`src/rtl/timer_unit.sv`:
```
// timer_unit: two-channel 8-bit timer with shared prescaler, compare match, clear control, flags and TMO outputs
module timer_unit #(
  parameter int BIT_WIDTH = 8
) (
  input  logic                 clk,
  input  logic                 rst,
  input  logic                 TMCI0,
  input  logic                 TMCI1,
  input  logic                 TMRI0,
  input  logic                 TMRI1,
  input  logic [7:0]           TCR_0,
  input  logic [7:0]           TCR_1,
  input  logic [7:0]           TCSR_0,
  input  logic [7:0]           TCSR_1,
  input  logic [BIT_WIDTH-1:0] TCORA_0,
  input  logic [BIT_WIDTH-1:0] TCORA_1,
  input  logic [BIT_WIDTH-1:0] TCORB_0,
  input  logic [BIT_WIDTH-1:0] TCORB_1,
  input  logic [2:0]           FLAG_CLR_0,
  input  logic [2:0]           FLAG_CLR_1,
  output logic [BIT_WIDTH-1:0] TCNT_0,
  output logic [BIT_WIDTH-1:0] TCNT_1,
  output logic [2:0]           FLAGS_0,
  output logic [2:0]           FLAGS_1,
  output logic                 CMIA0,
  output logic                 CMIA1,
  output logic                 CMIB0,
  output logic                 CMIB1,
  output logic                 OVI0,
  output logic                 OVI1,
  output logic                 TMO0,
  output logic                 TMO1,
  output logic                 ADC_REQUEST
);
  logic [12:0] psc;
  logic [1:0] ci_s1, ci_s2, ci_h, ri_s1, ri_s2, ri_h;
  logic casc_ovf1, casc_cma0;
  logic unused;
  assign unused = ^{TCSR_0[7:5], TCSR_1[7:4]};
  function automatic logic os_out(input logic [1:0] os, input logic cur);
    return os == 2'd1 ? 1'b0 : os == 2'd2 ? 1'b1 : os == 2'd3 ? ~cur : cur;
  endfunction
  always_ff @(posedge clk) begin
    if (rst) begin
      psc         <= '0;
      ci_s1       <= '0;
      ci_s2       <= '0;
      ci_h        <= '0;
      ri_s1       <= '0;
      ri_s2       <= '0;
      ri_h        <= '0;
      casc_ovf1   <= 1'b0;
      casc_cma0   <= 1'b0;
      ADC_REQUEST <= 1'b0;
    end else begin
      psc         <= psc + 13'd1;
      ci_s1       <= {TMCI1, TMCI0};
      ci_s2       <= ci_s1;
      ci_h        <= ci_s2;
      ri_s1       <= {TMRI1, TMRI0};
      ri_s2       <= ri_s1;
      ri_h        <= ri_s2;
      casc_ovf1   <= g_ch[1].ev_ovf;
      casc_cma0   <= g_ch[0].ev_a;
      ADC_REQUEST <= g_ch[0].ev_a & TCSR_0[4];
    end
  end
  for (genvar i = 0; i < 2; i++) begin : g_ch
    logic [7:0] tcr;
    logic [1:0] osa, osb, cclr;
    logic [2:0] cks, fclr, flags;
    logic [BIT_WIDTH-1:0] cora, corb, tcnt, nxt;
    logic ci_r, ci_f, ri_r, casc, tick, mclr, ext_clr, wr, ev_a, ev_b, ev_ovf, tmo;
    assign tcr     = i == 0 ? TCR_0 : TCR_1;
    assign osa     = i == 0 ? TCSR_0[1:0] : TCSR_1[1:0];
    assign osb     = i == 0 ? TCSR_0[3:2] : TCSR_1[3:2];
    assign cora    = i == 0 ? TCORA_0 : TCORA_1;
    assign corb    = i == 0 ? TCORB_0 : TCORB_1;
    assign fclr    = i == 0 ? FLAG_CLR_0 : FLAG_CLR_1;
    assign casc    = i == 0 ? casc_ovf1 : casc_cma0;
    assign cks     = tcr[2:0];
    assign cclr    = tcr[4:3];
    assign ci_r    = ci_s2[i] & ~ci_h[i];
    assign ci_f    = ~ci_s2[i] & ci_h[i];
    assign ri_r    = ri_s2[i] & ~ri_h[i];
    assign tick    = cks == 3'd1 ? &psc[2:0] :
                     cks == 3'd2 ? &psc[5:0] :
                     cks == 3'd3 ? &psc :
                     cks == 3'd4 ? casc :
                     cks == 3'd5 ? ci_r :
                     cks == 3'd6 ? ci_f :
                     cks == 3'd7 ? (ci_r | ci_f) : 1'b0;
    assign mclr    = (cclr == 2'd1 && tcnt == cora) || (cclr == 2'd2 && tcnt == corb);
    assign ext_clr = cclr == 2'd3 && ri_r;
    assign wr      = ext_clr | tick;
    assign nxt     = (ext_clr | mclr) ? '0 : tcnt + 1'b1;
    assign ev_a    = wr && nxt == cora;
    assign ev_b    = wr && nxt == corb;
    assign ev_ovf  = tick && !ext_clr && !mclr && &tcnt;
    always_ff @(posedge clk) begin
      if (rst) begin
        tcnt  <= '0;
        flags <= '0;
        tmo   <= 1'b0;
      end else begin
        if (wr) tcnt <= nxt;
        flags <= (flags & ~fclr) | {ev_b, ev_a, ev_ovf};
        tmo   <= ev_b ? os_out(osb, tmo) : ev_a ? os_out(osa, tmo) : tmo;
      end
    end
  end
  assign TCNT_0  = g_ch[0].tcnt;
  assign TCNT_1  = g_ch[1].tcnt;
  assign FLAGS_0 = g_ch[0].flags;
  assign FLAGS_1 = g_ch[1].flags;
  assign CMIA0   = g_ch[0].flags[1] & TCR_0[6];
  assign CMIA1   = g_ch[1].flags[1] & TCR_1[6];
  assign CMIB0   = g_ch[0].flags[2] & TCR_0[7];
  assign CMIB1   = g_ch[1].flags[2] & TCR_1[7];
  assign OVI0    = g_ch[0].flags[0] & TCR_0[5];
  assign OVI1    = g_ch[1].flags[0] & TCR_1[5];
  assign TMO0    = g_ch[0].tmo;
  assign TMO1    = g_ch[1].tmo;
endmodule

```
`config.mk`:
```
export PLATFORM = sky130hd
export DESIGN_NAME = timer_unit
export DESIGN_NICKNAME = d
export VERILOG_FILES = /design/src/rtl/timer_unit.sv
export SDC_FILE = /design/constraint.sdc
export NUM_CORES = 1
export LEC_CHECK = 0
export CAP_MARGIN = 20
export CORE_UTILIZATION = 53
export CTS_CLUSTER_DIAMETER = 50
export DETAILED_ROUTE_END_ITERATION = 8
export PLACE_DENSITY = 0.87
export SETUP_SLACK_MARGIN = 0.02
export SLEW_MARGIN = 30
export SYNTH_ARGS = -nofsm -noshare
export SYNTH_HDL_FRONTEND = slang
export SYNTH_SLANG_ARGS = --single-unit
```
`constraint.sdc`:
```
create_clock -name clk -period 5 [get_ports clk]
set_input_delay 1 -clock clk [delete_from_list [all_inputs] [get_ports clk]]
set_output_delay 1 -clock clk [all_outputs]
set_load 0.01 [all_outputs]
```
==> flow_metrics.py <==
metrics = {
    "synth": {
        "synth_ff_type": "dfxtp_1",
        "ys_seq_area_share_pct": 26.6,
        "syn_area_mm2": 0.00392,
        "synth-edff-count": 0,
        "ys_ff_latch": 52,
        "synth_nets": 565,
        "async_flop_share_pct": 0,
        "ys_types": 78,
        "syn_avg_cell_area_um2": 8.14,
        "synth_warnings": 0,
        "syn_inst": 481,
    },
    "cts": {
        "cts_sinks": 52,
        "htreeDepth": 2,
        "cts_max_path_buffers": 2,
        "post_cts_resize_count": 0,
        "root_buffer": "clkbuf_8",
        "cts_setup_buffers": 0,
        "cts_buffers": 5,
        "clk_latency_ps": 310,
        "path_clk_slew_ps": 100,
        "cts_tree": "yes",
        "hold_buffers": 0,
    },
    "placement": {
        "port_buffers": 99,
        "dpl_cell_area_mm2": 0.00487,
        "pre_cts_slack_ps": 1100,
        "hpwl_mm": 8.21,
        "place.gp.congestion": 0.954,
    },
    "drt": {
        "drt-total-wl_mm": 10.8,
        "viasPerCell": 6.17,
        "wl_per_cell_um": 16.5,
        "drc": 0,
        "drt-pass1-iter-count": 6,
        "vias": 4050,
        "drtAntennaViolNets": 0,
        "drtIter0Drc": 309,
    },
    "cells_and_area": {
        "layout-drive-gt1-share_pct": 6.61,
        "fin_util_pct": 71.4,
        "final_nets": 643,
        "syn2layout_area_growth_pct": 27.4,
        "postLayoutCellArea_mm2": 0.00499,
        "antenna_cells": 0,
    },
    "min_path": {
        "min_from": "ri_s1[0]",
        "min_path_cells": 1,
        "hold_end": "ri_s2[0]",
        "worstHoldPathType": "reg -> reg",
    },
    "power": {
        "p_per_area_mw_per_mm2": 176,
        "p_leak_nw": 1.81,
        "p_total_mw": 0.879,
        "irDropWorstVdd_mv": 0.168,
    },
    "setup_path": {
        "critPathLaunchType": "input port",
        "rr_startpoint": "TCNT_0[0]",
        "critPathBufInv": 1,
        "reg2reg_depth": 9,
        "crit_family": "simple AND/OR/NAND/NOR gates",
        "endpoint_kind": "flip-flop",
        "crit_arrival_ps": 3910,
        "crit_fanout": 11,
        "cp_slowest_cell": "or4b_2",
        "crit_type": "in -> reg",
        "path_cells": "clkdlybuf4s50_1 > xor2_1 > nor4_2 > a41oi_2 > nand2_1 > or4b_2 > o211ai_1 > o2111ai_1 > a211oi_2",
        "startpoint": "TCORB_0[6]",
        "max_stage_delay_ps": 730,
        "crit_cells": 9,
        "reg2reg_to": "TMO0",
        "worstPathRequired_ps": 5240,
        "r2r_slack_ps": 1740,
    },
    "floorplan": {
        "rows": 30,
        "die_area_mm2": 0.00773,
        "fp.coreArea_mm2": 0.00698,
        "start_util_pct": 56.1,
        "die_h_um": 87.9,
        "chipWidth_um": 87.9,
        "pin_count": 107,
    },
    "timing": {
        "finalClockSkew_ps": 7.13,
        "slew_viol_final": 0,
        "setup-violations-final": 0,
        "finalSetupTns_ps": 0,
        "rsz0062_at_grt": "no",
        "finalCritPeriodShare_pct": 73.3,
        "max_freq_ghz": 0.273,
        "fin_ws_ps": 1330,
        "period_minus_slack_ps": 3670,
        "slew_headroom_pct": 54.8,
        "finalHoldViolations": 0,
        "worstMarginPinSlew_ps": 660,
    },
    "global_routing": {
        "grt-ovfl-total": 0,
        "grt_pass1_vias": 3719,
        "antenna_found_initial": 0,
        "grt_pass1_wl_mm": 17.4,
        "grt_usage_pct": 28.4,
        "grt_max_degree": 54,
    },
    "run_status": {
        "status": "finished, final reports clean",
    },
    "job": {
        "drv_cap": 0,
    },
}
cell usage after synthesis, types with 3 or more instances:
master	number	area share, %
a21oi_1	23	2.9
a31oi_1	4	0.64
nor2_1	43	4.1
nand3_1	19	2.4
or3_1	10	1.6
a2111oi_0	3	0.67
xor2_1	28	6.3
nor4_1	7	1.1
clkbuf_1	9	0.86
or2_2	3	0.48
and3b_1	3	0.67
xnor2_1	23	5.1
buf_4	5	0.96
and4b_1	3	0.77
dfxtp_1	52	27
nor3_1	16	2.0
o211ai_1	3	0.58
nand3b_1	4	0.77
inv_1	13	1.2
mux2_2	4	1.2
o32a_1	3	0.77
a211oi_1	6	1.2
nand4_1	7	1.1
and2_1	12	1.9
buf_6	3	0.86
o22ai_1	3	0.48
nand2b_1	9	1.4
buf_2	9	1.2
a211oi_2	3	0.96
nor2b_1	20	3.2
and3_1	6	0.96
a22oi_1	4	0.77
nand2_1	26	2.5
buf_1	3	0.29
or3b_2	4	0.89
ha_1	8	2.6
o21ai_0	19	2.4
o21a_1	3	0.58
or4_1	4	0.77
cell type report:
cell class	instances	area, µm²
repair buffers	101	1000
multi-input cells	386	2660
fillers	559	1990
clock buffers	5	68.8
flip-flops and latches	52	1040
clock inverters	3	46.3
well taps	96	120
inverters	13	48.8
placed cells by master (no fill, tap or decap), types with 5 or more instances in the layout:
cell,Yosys,routed
a211oi_1,6,6
a21oi_1,23,23
and2_1,12,12
and3_1,6,6
clkbuf_8,0,5
clkdlybuf4s50_1,0,98
dfxtp_1,52,52
ha_1,8,8
inv_1,13,13
nand2_1,26,26
nand2b_1,9,9
nand3_1,19,19
nand4_1,7,7
nor2_1,43,43
nor2b_1,20,20
nor3_1,16,16
nor4_1,7,7
o21ai_0,19,19
or3_1,10,10
xnor2_1,23,23
xor2_1,28,28
cell families (layout without fill, tap and decap cells):
kind of cell | Yosys count | in the layout | synth area share (%)
AND/OR/NAND/NOR | 211 | 211 | 30.7
AO/OA/AOI/OAI | 106 | 106 | 19.4
XOR/XNOR | 54 | 54 | 13.0
flip-flops | 52 | 52 | 26.6
buffers and inverters | 43 | 122 | 5.50
adder cells (fa/ha/maj) | 8 | 8 | 2.56
multiplexers | 7 | 7 | 2.24
registers in the layout, summed over array words and instances (netlist names):
name         cells
ri_s2            2
ri_h             2
TCNT_1           8
ADC_REQUEST      1
ci_h             2
psc             13
casc_ovf1        1
ci_s2            2
ri_s1            2
FLAGS_1          3
casc_cma0        1
TCNT_0           8
FLAGS_0          3
TMO1             1
ci_s1            2
TMO0             1
report_power, final:
| group | leakage [nW] | internal [mW] | total, mW | switching, mW |
|---|---|---|---|---|
| combinational | 1.33 | 0.0842 | 0.151 | 0.0667 |
| sequential | 0.422 | 0.421 | 0.427 | 0.00620 |
| clock | 0.0600 | 0.152 | 0.301 | 0.149 |
| total | 1.81 | 0.657 | 0.879 | 0.222 |
routing by layer:
metal | track usage, % | up-vias | part of all wire, %
met2 | 47.3 | 221 | 48
met4 | 9.39 | 0 | 2.5
met3 | 5.94 | 34 | 8.6
met1 | 36.7 | 1888 | 41
li1 | - | 1907 | -
met5 | 0 | - | 0
how the worst max path moves through the flow:
stage	to	slack, ps
6_report	TMO0	1330
4_1_cts	TMO0	1440
3_3_place_gp	TMO0	1160
5_1_grt	TMO0	1240
2_1_floorplan	TMO0	2130
3_5_place_dp	TMO0	1100
per-stage QoR:
stage,instances,hold WS [ps]
3_3_place_gp,648,419
2_1_floorplan,481,414
3_5_place_dp,648,426
5_1_grt,656,472
6_report,656,446
4_1_cts,656,450
Note: power is estimated with default switching activity, not from simulation.
